[config.mk]
export PLATFORM = sky130hd
export DESIGN_NAME = afc_cal_sequencer
export DESIGN_NICKNAME = d
export VERILOG_FILES = /design/src/rtl/afc_cal_sequencer.sv
export SDC_FILE = /design/constraint.sdc
export NUM_CORES = 1
export LEC_CHECK = 0
export ABC_AREA = 1
export BUFFER_PORTS_ARGS = -buffer_cell sky130_fd_sc_hd__buf_2
export CORE_MARGIN = 1
export CORE_UTILIZATION = 35
export CTS_BUF_LIST = sky130_fd_sc_hd__clkbuf_4 sky130_fd_sc_hd__clkbuf_8
export DETAILED_ROUTE_END_ITERATION = 12
export GPL_ROUTABILITY_DRIVEN = 1
export PLACE_DENSITY = 0.65
export RECOVER_POWER = 50
export SYNTH_ARGS = -nofsm -noshare
export SYNTH_HDL_FRONTEND = slang
export SYNTH_SLANG_ARGS = --single-unit
[constraint.sdc]
create_clock -name extCLK40 -period 1.9 [get_ports extCLK40]
set_input_delay 0.285 -clock extCLK40 [delete_from_list [all_inputs] [get_ports extCLK40]]
set_output_delay 0.285 -clock extCLK40 [all_outputs]
set_load 0.05 [all_outputs]
[src/rtl/afc_cal_sequencer.sv]
// ============================================================================
// afc_cal_sequencer : walks enabled PLL channels through AFC calibration and
//                     keeps every channel on its stored override code.
// Optional: define AFC_SEQ_RETRY_EN to retry a timed-out channel once.
// Rev 1.0
// ============================================================================
`default_nettype none

module afc_cal_sequencer #(
    parameter int SETTLE_CYCLES  = 64,
    parameter int START_LEN      = 4,
    parameter int TIMEOUT_CYCLES = 4095
) (
    input  logic       extCLK40,
    input  logic       reset,
    input  logic       calStart,
    input  logic [3:0] chEnable,
    input  logic       calSourceIn,
    input  logic       AFCbusy,
    input  logic [5:0] calControlCode,
    output logic [1:0] calChSel,
    output logic       calSource,
    output logic       AFCstart,
    output logic       overridecontrol,
    output logic [5:0] overridecontrol_val1,
    output logic [5:0] overridecontrol_val2,
    output logic [5:0] overridecontrol_val3,
    output logic [5:0] overridecontrol_val4,
    output logic       seqBusy,
    output logic       seqDone,
    output logic [3:0] calError
);

    localparam logic [7:0]  C_SETTLE_LAST = 8'(SETTLE_CYCLES - 1);
    localparam logic [15:0] C_START_LAST  = 16'(START_LEN - 1);
    localparam logic [15:0] C_TMO_LAST    = 16'(TIMEOUT_CYCLES - 1);
    localparam logic [5:0]  C_CODE_RESET  = 6'd32;

    typedef enum logic [2:0] {
        S_IDLE      = 3'd0,
        S_SELECT    = 3'd1,
        S_START     = 3'd2,
        S_WAIT_RISE = 3'd3,
        S_WAIT_FALL = 3'd4,
        S_CAPTURE   = 3'd5,
        S_NEXT      = 3'd6,
        S_DONE      = 3'd7
    } state_t;

    state_t      r_state;
    state_t      w_next_state;
    logic        r_busy_meta;
    logic        r_busy_sync;
    logic        r_busy_seen;
    logic [3:0]  r_en;
    logic        r_ptr_valid;
    logic [7:0]  r_settle_cnt;
    logic [15:0] r_tmo_cnt;
    logic [5:0]  r_val [4];

    logic        w_latch;
    logic        w_load_ch;
    logic        w_capture;
    logic        w_tmo_fire;
    logic        w_tmo_err;
    logic        w_found;
    logic [1:0]  w_next_ch;

`ifdef AFC_SEQ_RETRY_EN
    logic        r_retried;
    logic        w_retry;

    always_ff @(posedge extCLK40) begin
        if (reset || w_load_ch) begin
            r_retried <= 1'b0;
        end else if (w_retry) begin
            r_retried <= 1'b1;
        end
    end
`endif

    always_comb begin
        w_next_state = r_state;
        w_latch      = 1'b0;
        w_load_ch    = 1'b0;
        w_capture    = 1'b0;
        w_tmo_fire   = 1'b0;
        w_tmo_err    = 1'b0;
        w_found      = 1'b0;
        w_next_ch    = 2'd0;
`ifdef AFC_SEQ_RETRY_EN
        w_retry      = 1'b0;
`endif
        // Descending scan leaves the lowest qualifying channel selected.
        for (int k = 3; k >= 0; k--) begin
            if (r_en[k] && (!r_ptr_valid || (2'(k) > calChSel))) begin
                w_found   = 1'b1;
                w_next_ch = 2'(k);
            end
        end
        case (r_state)
            S_IDLE: begin
                if (calStart) begin
                    w_latch      = 1'b1;
                    w_next_state = S_NEXT;
                end
            end
            S_NEXT: begin
                if (w_found) begin
                    w_load_ch    = 1'b1;
                    w_next_state = S_SELECT;
                end else begin
                    w_next_state = S_DONE;
                end
            end
            S_SELECT: begin
                if (r_settle_cnt == C_SETTLE_LAST) w_next_state = S_START;
            end
            S_START: begin
                if (r_tmo_cnt == C_TMO_LAST)        w_tmo_fire   = 1'b1;
                else if (r_tmo_cnt == C_START_LAST) w_next_state = S_WAIT_RISE;
            end
            S_WAIT_RISE: begin
                if (r_busy_sync || r_busy_seen)   w_next_state = S_WAIT_FALL;
                else if (r_tmo_cnt == C_TMO_LAST) w_tmo_fire   = 1'b1;
            end
            S_WAIT_FALL: begin
                if (!r_busy_sync)                 w_next_state = S_CAPTURE;
                else if (r_tmo_cnt == C_TMO_LAST) w_tmo_fire   = 1'b1;
            end
            S_CAPTURE: begin
                w_capture    = 1'b1;
                w_next_state = S_NEXT;
            end
            default: w_next_state = S_IDLE;
        endcase
        if (w_tmo_fire) begin
`ifdef AFC_SEQ_RETRY_EN
            if (!r_retried) begin
                w_retry      = 1'b1;
                w_next_state = S_SELECT;
            end else begin
                w_tmo_err    = 1'b1;
                w_next_state = S_NEXT;
            end
`else
            w_tmo_err    = 1'b1;
            w_next_state = S_NEXT;
`endif
        end
    end

    always_ff @(posedge extCLK40) begin
        if (reset) begin
            r_state      <= S_IDLE;
            r_busy_meta  <= 1'b0;
            r_busy_sync  <= 1'b0;
            r_busy_seen  <= 1'b0;
            r_en         <= 4'd0;
            r_ptr_valid  <= 1'b0;
            r_settle_cnt <= 8'd0;
            r_tmo_cnt    <= 16'd0;
            calChSel     <= 2'd0;
            calSource    <= 1'b0;
            calError     <= 4'd0;
            for (int k = 0; k < 4; k++) r_val[k] <= C_CODE_RESET;
        end else begin
            r_state      <= w_next_state;
            r_busy_meta  <= AFCbusy;
            r_busy_sync  <= r_busy_meta;
            r_settle_cnt <= (r_state == S_SELECT) ? r_settle_cnt + 8'd1 : 8'd0;
            // Attempt timer spans START through WAIT_FALL; SELECT rearms it.
            if (r_state == S_START || r_state == S_WAIT_RISE || r_state == S_WAIT_FALL)
                r_tmo_cnt <= r_tmo_cnt + 16'd1;
            else
                r_tmo_cnt <= 16'd0;
            if (r_state == S_SELECT)
                r_busy_seen <= 1'b0;
            else if (r_state == S_START && r_busy_sync)
                r_busy_seen <= 1'b1;
            if (w_latch) begin
                r_en        <= chEnable;
                calSource   <= calSourceIn;
                calError    <= 4'd0;
                r_ptr_valid <= 1'b0;
            end
            if (w_load_ch) begin
                calChSel    <= w_next_ch;
                r_ptr_valid <= 1'b1;
            end
            if (w_capture) r_val[calChSel] <= calControlCode;
            if (w_tmo_err) calError[calChSel] <= 1'b1;
        end
    end

    always_comb begin
        AFCstart        = (r_state == S_START);
        seqDone         = (r_state == S_DONE);
        seqBusy         = (r_state != S_IDLE) && (r_state != S_DONE);
        overridecontrol = (r_state == S_IDLE) || (r_state == S_NEXT) || (r_state == S_DONE);
    end

    assign overridecontrol_val1 = r_val[0];
    assign overridecontrol_val2 = r_val[1];
    assign overridecontrol_val3 = r_val[2];
    assign overridecontrol_val4 = r_val[3];

endmodule

`default_nettype wire
==> results.sh <==
export IMPL_grt_use_total=0.157
export IMPL_antenna_found_initial=0
export IMPL_arrival_ns=1.47
export IMPL_numCtsBuffers=9
export IMPL_cts_tree="done"
export IMPL_synth_cell_types=35
export IMPL_grt_pass1_vias=2404
export IMPL_run_status="finished, final reports clean"
export IMPL_grt_overflow=0
export IMPL_reg2reg_depth=7
export IMPL_viasPerCell=4.79
export IMPL_drc=0
export IMPL_syn_area_sq_um=3060
export IMPL_core_sq_um=8340
export IMPL_drt_pass1_iterations=4
export IMPL_cts_htree_levels=3
export IMPL_min_period_over_period=0.925
export IMPL_grt_setup_unrepaired="no"
export IMPL_ant_nets=0
export IMPL_insertion_delay_ns=0.35
export IMPL_fmax_mhz=569
export IMPL_syn_nets=385
export IMPL_hpwl_microns=4910
export IMPL_start_util=0.367
export IMPL_holdPathStages=3
export IMPL_hold_viol=0
export IMPL_synthXorXnorAreaFrac=0.0115
export IMPL_dieArea_sq_um=9110
export IMPL_end_kind="output pin"
export IMPL_fin_skew_ns=0.00999
export IMPL_crit_required_ns=1.62
export IMPL_place_gp_congestion=0.838
export IMPL_synth_top_family_by_area="simple AND/OR/NAND/NOR gates"
export IMPL_post_drt_wl_per_cell_microns=12.2
export IMPL_worstSetupStartpointType="register"
export IMPL_grt_max_degree=17
export IMPL_worst_pin_slew_ns=0.865
export IMPL_synthSimpleGateAreaFrac=0.310
export IMPL_p_leak_nw=1.44
export IMPL_numClockSinks=66
export IMPL_drv_slew=0
export IMPL_p_per_area_nw_per_um2=1220
export IMPL_muxShareOfSynthArea=0
export IMPL_nNetsFinal=450
export IMPL_synth_compound_area_frac=0.0835
export IMPL_finalSetupTns_ns=0
export IMPL_ys_warn_count=0
export IMPL_ioPinCount=50
export IMPL_clockBufferDepth=2
export IMPL_grt_first_pass_wirelength_microns=10700
export IMPL_hp_class="primary input to register"
export IMPL_ys_seq_area_frac=0.511
export IMPL_clkTransAtPathRegs_ns=0.07
export IMPL_dr_first_iter_drc_count=132
export IMPL_ir_drop_mv=0.756
export IMPL_finish_utilization=0.443
export IMPL_drive_above_1_share=0.162
export IMPL_syn2layout_area_growth_pct=20.8
export IMPL_fp_dieW_microns=95.5
export IMPL_r2r_end="r_tmo_cnt[9]"
export IMPL_cap_violations=0
export IMPL_whs_endpoint="r_busy_meta"
export IMPL_rows=33
export IMPL_synth_seq_cells=66
export IMPL_num_vias=2594
export IMPL_relSlewSlack=0.423
export IMPL_synth_adder_area_share=0.0123
export IMPL_r2r_slack_ns=0.27
export IMPL_crit_fanout=8
export IMPL_setup_viol=0
export IMPL_avgSynthCellArea_sq_um=8.33
export IMPL_antenna_cells=0
export IMPL_holdBufCountCts=0
export IMPL_crit_type="register to output pin"
export IMPL_hold_path_startpoint="AFCbusy"
export IMPL_fillers=843
export IMPL_die_y_microns=95.5
export IMPL_syn_inst=367
export IMPL_portBuffers=49
export IMPL_postCtsSetupRepairBufs=0
export IMPL_cts_root_buf="clkbuf_8"
export IMPL_wirelength_microns=6600
export IMPL_r2r_start="r_state[2]"
export IMPL_fin_crit_ns=1.76
==> metrics by stage <==
stage | instances | total power, mW | hold WS (ns) | instance area [sq um] | setup slack, ns
4_1_cts | 542 | 4.55 | 0.132 | 3770 | 0.0457
5_1_grt | 542 | 4.76 | 0.141 | 3690 | 0.0359
6_report | 542 | 4.50 | 0.142 | 3690 | 0.142
3_5_place_dp | 526 | 2.96 | 0.399 | 3500 | 0.265
2_1_floorplan | 367 | 2.67 | 0.388 | 3070 | 0.0321
3_3_place_gp | 526 | 2.93 | 0.399 | 3500 | 0.310
==> routing by layer <==
layer,part of all wire,up-vias,global-route usage
met5,0,-,0
li1,-,1332,-
met1,0.46,1183,0.178
met4,0.0099,0,0.0460
met2,0.48,73,0.274
met3,0.057,6,0.0598
==> synth_stat cells, drive strengths merged <==
cell,instances,area share
nand2,72,0.11
nor2,67,0.097
inv,51,0.063
dfxtp,42,0.27
a21oi,27,0.044
nand3,26,0.058
edfxtp,24,0.24
o21ai,17,0.028
nor3,11,0.023
nand4,8,0.016
buf,3,0.0049
ha,3,0.012
xor2,3,0.0086
a31oi,2,0.0041
clkbuf,2,0.0025
a211oi,1,0.0025
a21boi,1,0.0025
and2,1,0.0020
clkinv,1,0.0012
nand3b,1,0.0025
nor3b,1,0.0025
nor4,1,0.0020
o21a,1,0.0025
xnor2,1,0.0029
==> how the worst max path moves through the flow <==
| stage | start | endpoint | slack, ns | cells after the start |
|---|---|---|---|---|
| 2_1_floorplan | r_state[2] | overridecontrol | 0.03 | 5 |
| 3_3_place_gp | r_state[2] | seqBusy | 0.31 | 5 |
| 3_5_place_dp | r_state[2] | seqBusy | 0.26 | 5 |
| 4_1_cts | r_state[0] | overridecontrol | 0.05 | 6 |
| 5_1_grt | r_state[0] | overridecontrol | 0.04 | 6 |
| 6_report | r_state[1] | seqBusy | 0.14 | 5 |
==> worst max-delay path, stage by stage, from the launching register on <==
cell and delay, ns:
dfxtp_2 0.46, nor2_4 0.07, nand2_1 0.09, inv_2 0.08
nor2_2 0.16, clkbuf_4 0.26
==> cell usage in the layout (no fill, tap or decap), types with 3 or more instances in the layout <==
cell type | netlist | layout
o21ai_1 | 1 | 3
nand4_1 | 8 | 8
clkbuf_4 | 0 | 3
edfxtp_1 | 24 | 24
nand3_1 | 21 | 21
nor2_1 | 59 | 57
buf_2 | 3 | 16
dfxtp_1 | 42 | 39
inv_1 | 47 | 47
buf_4 | 0 | 8
clkbuf_1 | 2 | 33
o21ai_0 | 16 | 14
clkbuf_8 | 0 | 9
nor3_1 | 8 | 10
xor2_1 | 3 | 3
nor2_4 | 2 | 4
nor2_2 | 5 | 5
nand2_2 | 5 | 4
a21oi_1 | 27 | 27
nand2_1 | 61 | 66
bufinv_16 | 0 | 4
ha_1 | 3 | 3
nand3_4 | 3 | 3
inv_2 | 3 | 3
==> where the power goes <==
part | internal, mW | total [mW] | switching, mW
combinational | 0.339 | 1.24 | 0.902
clock | 1.03 | 1.57 | 0.549
sequential | 1.57 | 1.69 | 0.115
total | 2.94 | 4.50 | 1.57
==> area by class of cell <==
cell class                      instances  area (sq um)  share of cell area
Multi-Input combinational cell        244          1250               0.338
Tap cell                              105           131              0.0356
Sequential cell                        66          1570               0.424
Clock buffer                           10           131              0.0356
Timing Repair Buffer                   59           279              0.0755
Inverter                               52           198              0.0535
Clock inverter                          6           138              0.0373
==> cells by family after synthesis <==
| family | Yosys count |
|---|---|
| buffers and inverters | 57 |
| AOI/OAI and AO/OA | 49 |
| xor gates and xnor gates | 4 |
| and+or+nand+nor | 188 |
| DFF | 66 |
| adders and majority gates | 3 |
==> registers in the layout, summed over array words and instances, names as in the netlist <==
signal	count
r_en	4
r_tmo_cnt	16
r_val	24
r_busy_meta	1
r_busy_sync	1
calError	4
calChSel	2
calSource	1
r_ptr_valid	1
r_state	3
r_settle_cnt	8
r_busy_seen	1
==> timing repair <==
action | CTS | global route
resized for setup | 4 | 4
endpoints found under the setup margin | 2 | 2
endpoints found under the hold margin | 0 | 0
Note: power is estimated with default switching activity, not from simulation.
